File: src/rtl/mem_portb_arbiter.sv
// mem_portb_arbiter
//
// Shares data-memory port B between the pipeline MEM stage and a sequential
// byte loader (e.g. a UART boot loader). The CPU wins port B by default; a
// waiting loader that has lost STARVE_LIM arbitrations in a row is granted
// regardless, and the CPU is stalled for that cycle. Exactly one agent drives
// port B in any cycle.
//
// Ports
//   clk, rst          system clock, synchronous active-low reset
//   cpu_req/we/addr/wdata   CPU access request (held while cpu_stall is high)
//   cpu_rdata         combinational read data from port B
//   cpu_stall         CPU request not granted this cycle
//   ld_start          one-cycle pulse, samples ld_base / ld_len
//   ld_base, ld_len   first address and byte count (ld_len = 0 means 2^AW)
//   ld_valid, ld_data loader byte stream
//   ld_ready          loader byte accepted this cycle
//   ld_busy           load in progress
//   ld_done           one-cycle pulse after the final byte is written
//   mem_*_b           memory port B (combinational read)
//
// state | meaning
// ------+--------------------------------------------------------------
// IDLE  | no load; waiting for ld_start
// LOAD  | loader bytes written to base+cnt as arbitration allows
// DONE  | final byte written; ld_done high for this single cycle

module mem_portb_arbiter #(
    parameter int AW         = 8,
    parameter int DW         = 8,
    parameter int STARVE_LIM = 4
) (
    input  logic          clk,
    input  logic          rst,
    input  logic          cpu_req,
    input  logic          cpu_we,
    input  logic [AW-1:0] cpu_addr,
    input  logic [DW-1:0] cpu_wdata,
    output logic [DW-1:0] cpu_rdata,
    output logic          cpu_stall,
    input  logic          ld_start,
    input  logic [AW-1:0] ld_base,
    input  logic [AW-1:0] ld_len,
    input  logic          ld_valid,
    input  logic [DW-1:0] ld_data,
    output logic          ld_ready,
    output logic          ld_busy,
    output logic          ld_done,
    output logic [AW-1:0] mem_addr_b,
    output logic          mem_we_b,
    output logic [DW-1:0] mem_wdata_b,
    input  logic [DW-1:0] mem_rdata_b
);

    localparam int SW = $clog2(STARVE_LIM + 1);

    typedef enum logic [1:0] {
        IDLE = 2'd0,
        LOAD = 2'd1,
        DONE = 2'd2
    } state_t;

    state_t        state, state_nx;
    logic [AW-1:0] base, base_nx;
    logic [AW-1:0] len, len_nx;
    logic [AW-1:0] cnt, cnt_nx;
    logic [SW-1:0] starve_cnt, starve_nx;
    logic          ld_done_nx;
    logic          ld_want, ld_grant, cpu_grant;
    logic          last_byte;
    logic          we_sel;

    always_ff @(posedge clk) begin
        if (!rst) begin
            state      <= IDLE;
            base       <= '0;
            len        <= '0;
            cnt        <= '0;
            starve_cnt <= '0;
            ld_done    <= 1'b0;
        end else begin
            state      <= state_nx;
            base       <= base_nx;
            len        <= len_nx;
            cnt        <= cnt_nx;
            starve_cnt <= starve_nx;
            ld_done    <= ld_done_nx;
        end
    end

    // Arbitration and port B mux. When nobody is granted the CPU address is
    // still presented so a stalled read sees stable data on the next retry.
    always_comb begin
        ld_want     = (state == LOAD) && ld_valid;
        ld_grant    = ld_want && (!cpu_req || (starve_cnt == SW'(STARVE_LIM)));
        cpu_grant   = cpu_req && !ld_grant;
        mem_addr_b  = cpu_addr;
        mem_wdata_b = cpu_wdata;
        we_sel      = 1'b0;
        if (ld_grant) begin
            mem_addr_b  = base + cnt;
            mem_wdata_b = ld_data;
            we_sel      = 1'b1;
        end else if (cpu_grant) begin
            we_sel      = cpu_we;
        end
    end

    always_comb begin
        state_nx   = state;
        base_nx    = base;
        len_nx     = len;
        cnt_nx     = cnt;
        starve_nx  = starve_cnt;
        ld_done_nx = 1'b0;
        // len = 0 encodes 2^AW: cnt+1 wraps to zero on the last byte.
        last_byte  = ((cnt + AW'(1)) == len);
        case (state)
            IDLE: begin
                if (ld_start) begin
                    state_nx  = LOAD;
                    base_nx   = ld_base;
                    len_nx    = ld_len;
                    cnt_nx    = '0;
                    starve_nx = '0;
                end
            end
            LOAD: begin
                if (ld_grant) begin
                    cnt_nx    = cnt + AW'(1);
                    starve_nx = '0;
                    if (last_byte) begin
                        state_nx   = DONE;
                        ld_done_nx = 1'b1;
                    end
                end else if (ld_want && (starve_cnt < SW'(STARVE_LIM))) begin
                    starve_nx = starve_cnt + SW'(1);
                end
            end
            DONE: begin
                state_nx = IDLE;
            end
            default: begin
                state_nx = IDLE;
            end
        endcase
    end

    // Write enable and handshake are gated by reset so nothing is written
    // while the block is being reset, even mid-load.
    assign ld_ready  = ld_grant & rst;
    assign mem_we_b  = we_sel & rst;
    assign cpu_stall = cpu_req & ~cpu_grant;
    assign cpu_rdata = mem_rdata_b;
    assign ld_busy   = (state == LOAD);

endmodule

File: config.mk
export PLATFORM = sky130hd
export DESIGN_NAME = mem_portb_arbiter
export DESIGN_NICKNAME = d
export VERILOG_FILES = /design/src/rtl/mem_portb_arbiter.sv
export SDC_FILE = /design/constraint.sdc
export NUM_CORES = 1
export LEC_CHECK = 0
export CORE_ASPECT_RATIO = 0.75
export CORE_MARGIN = 2
export CORE_UTILIZATION = 50
export CTS_BUF_LIST = sky130_fd_sc_hd__clkbuf_8
export CTS_CLUSTER_DIAMETER = 100
export DETAILED_ROUTE_END_ITERATION = 7
export DONT_BUFFER_PORTS = 1
export PLACE_DENSITY = 0.66
export SYNTH_ARGS = -nofsm -noshare
export SYNTH_HDL_FRONTEND = slang
export SYNTH_SLANG_ARGS = --single-unit
File: constraint.sdc
create_clock -name clk -period 3.7 [get_ports clk]
set_input_delay 0.74 -clock clk [delete_from_list [all_inputs] [get_ports clk]]
set_output_delay 0.74 -clock clk [all_outputs]
set_load 0.02 [all_outputs]
==> qor.yml <==
sta:
  fmax_ghz: 0.3095
  clock_skew_ps: 3.602
  rsz0062_at_grt: "no"
  slew_violations: 0
  timing.final.ws_setup_ps: 468.8
  finalHoldViolCount: 0
  finalCritPeriodShare_pct: 87.33
  final-setup-viol-count: 0
  worst_pin_slew_ps: 606.5
  period_needed_ps: 3231
  maxSlewHeadroom_pct: 59.47
  fin_tns_setup_ps: 0
grt:
  grt_pass1_vias: 1539
  grt_start_max_net_pins: 19
  grt_pass1_wl_um: 7238
  antenna_found_initial: 0
  grt_overflow: 0
  grt_util_all_layers_pct: 20.36
synthesis:
  netlist_instances: 280
  yosysSeqAreaShare_pct: 30.23
  synth_cell_types: 48
  synth_edf_count: 0
  syn_area_per_cell_um2: 7.096
  ys_ff_latch: 30
  syn_nets: 345
  syn-cell-area_um2: 1987
  synthTopCellsByArea: "dfxtp_1, nand2_1, a21oi_1"
  synth_top_area_share_pct: 30.23
  ys_warn_count: 0
  synth-main-ff-cell: "dfxtp_1"
  async_flop_share_pct: 0
  yosysTopAreaCell: "dfxtp_1"
setup_path:
  r2r_start: "cnt[0]$_SDFFE_PN0P_"
  reg2reg_depth: 7
  required_ps: 2960
  cp.arrival_ps: 2490
  critPathMaxFanout: 7
  worstSetupPathType: "reg -> out"
  crit_path_end_kind: "output pin"
  r2r_end: "state[0]$_SDFFE_PN0P_"
  worstSetupStartpointType: "flop"
  r2r_slack_ps: 1460
place:
  dp_slack_ps: 794.2
  placed_area_um2: 2034
  io_buffers: 0
  dp_hpwl_um: 3369
  place_congestion: 0.8584
hold_path:
  min_to: "base[0]$_SDFFE_PN0P_"
  hold_depth: 2
  hp-class: "reg -> reg"
  hp-start: "base[0]$_SDFFE_PN0P_"
drt:
  finalWirelength_um: 4480
  drc: 0
  vias_per_cell: 5.307
  ant_nets: 0
  drt_iter0_markers: 103
  wl_per_cell_um: 13.49
  firstDrtPassIters: 4
  via_count: 1762
clock_network:
  clk_pin_slew_ps: 60
  postCtsSetupRepairBufs: 0
  cts_resized: 0
  cts_root_buf: "clkbuf_8"
  clock-sinks: 30
  clock_latency_ps: 280
  cts_tree: "built"
  clockBufferDepth: 2
  cts_hold_buf: 0
  cts_made_buffers: 5
  cts_max_level: 2
layout:
  syn2layout_area_growth_pct: 6.990
  drive_above_1_share_pct: 9.643
  final_common_cell: "nand2_1"
  num_antenna_cells: 0
  stdcell_area_um2: 2126
  regArea_um2: 600.6
  nets: 344
  nFillCells: 365
  layout_common_cells: "nand2_1, dfxtp_1, a21oi_1"
  multi_input_area_um2: 1226
floorplanning:
  die_w_um: 76.79
  coreArea_um2: 3732
  std_cell_rows: 19
  start_util_pct: 53.24
  io_pins: 83
  die_area_um2: 4500
  die_h_um: 58.60
run_status:
  status: "completed"
power_and_ir_drop:
  power.leakage_nw: 0.8950
  p_int_w: 0.0005261
  power_frac_seq_pct: 47.3
  comb_power_share_pct: 16.1
  switching_share_pct: 28.38
  p_switching_w: 0.0002085
  clkPwrFrac_pct: 36.6
  peakVddDrop_mv: 0.2884
  p_per_area_nw_per_um2: 345.6
job:
  max-cap-violations: 0
==> worst max-delay path, stage by stage, from the launching register on <==
cell	delay, ps
dfxtp_1	460
ha_1	230
inv_1	60
fa_1	400
nor2b_1	120
o21ai_0	110
a21oi_1	210
o21ai_0	140
mux2i_1	160
o311ai_0	130
buf_4	190
==> worst max-delay path by stage <==
| stage | slack [ps] | depth (start not counted) | from | end |
|---|---|---|---|---|
| detailed placement | 790 | 10 | cnt[0]$_SDFFE_PN0P_ | mem_addr_b[6] |
| CTS | 460 | 10 | cnt[0]$_SDFFE_PN0P_ | mem_addr_b[6] |
| global route | 300 | 10 | cnt[0]$_SDFFE_PN0P_ | mem_addr_b[6] |
| floorplan | 830 | 4 | cpu_req | mem_addr_b[6] |
| finish | 470 | 10 | cnt[0]$_SDFFE_PN0P_ | mem_addr_b[6] |
| global placement | 850 | 4 | cpu_req | ld_ready |
==> power by group through the flow <==
stage | Sequential (W) | Combinational [W] | Clock (W)
floorplan | 0.000351 | 0.000105 | 0
global placement | 0.000354 | 0.000118 | 0
detailed placement | 0.000354 | 0.000119 | 0
CTS | 0.000347 | 0.000119 | 0.000275
global route | 0.000349 | 0.000132 | 0.000290
finish | 0.000347 | 0.000118 | 0.000269
==> synth_stat cells, drive strengths merged (4+ instances only) <==
cell,n
o21ai,14
clkbuf,10
buf,10
a21oi,29
dfxtp,30
and2,4
or3,4
nor3,5
inv,13
nand3,6
nor2,20
xor2,6
and3,4
ha,10
xnor2,7
nand2,74
==> sequential cells by signal, summed over array words and instances, names as in the netlist <==
signal and count:
cnt 8, state 2, ld_done 1, len 8, starve_cnt 3, base 8
==> through the flow <==
step                      hold slack [ps]  total power, W  util [%]  std cells
final                               464.2       0.0007346     56.96        332
after global routing                483.3       0.0007706     56.96        332
after CTS                           464.4       0.0007414     56.96        332
after detailed placement            453.3       0.0004732     54.51        324
after global placement              454.6       0.0004724     54.51        324
after floorplan                     440.6       0.0004559         -        280
==> layout make-up <==
type | count | share of cell area [%]
inverter | 14 | 2.472
clock inverter | 2 | 0.4120
sequential | 30 | 28.25
clock buffer | 6 | 3.885
timing repair buffer | 12 | 4.238
tap | 52 | 3.061
multi-input combinational | 216 | 57.68
==> cell families (layout without fill, tap and decap cells) <==
family	after synthesis	after routing	share of synthesized area [%]
mux	2	2	1.008
buf+inv	34	34	8.060
xor+xnor	13	13	5.731
simple gates	126	126	28.15
fa+ha+maj	11	11	7.305
compound gates	64	64	19.52
flops	30	30	30.23
==> layer usage <==
metal / GRT usage [%] / up-vias / part of all wire, %
li1: - / 931 / -
met1: 28.99 / 780 / 51
met2: 30.33 / 46 / 42
met3: 5.061 / 5 / 6.2
met4: 6.753 / 0 / 1.1
met5: 0 / - / 0
Power figures use the tool's default switching activity.
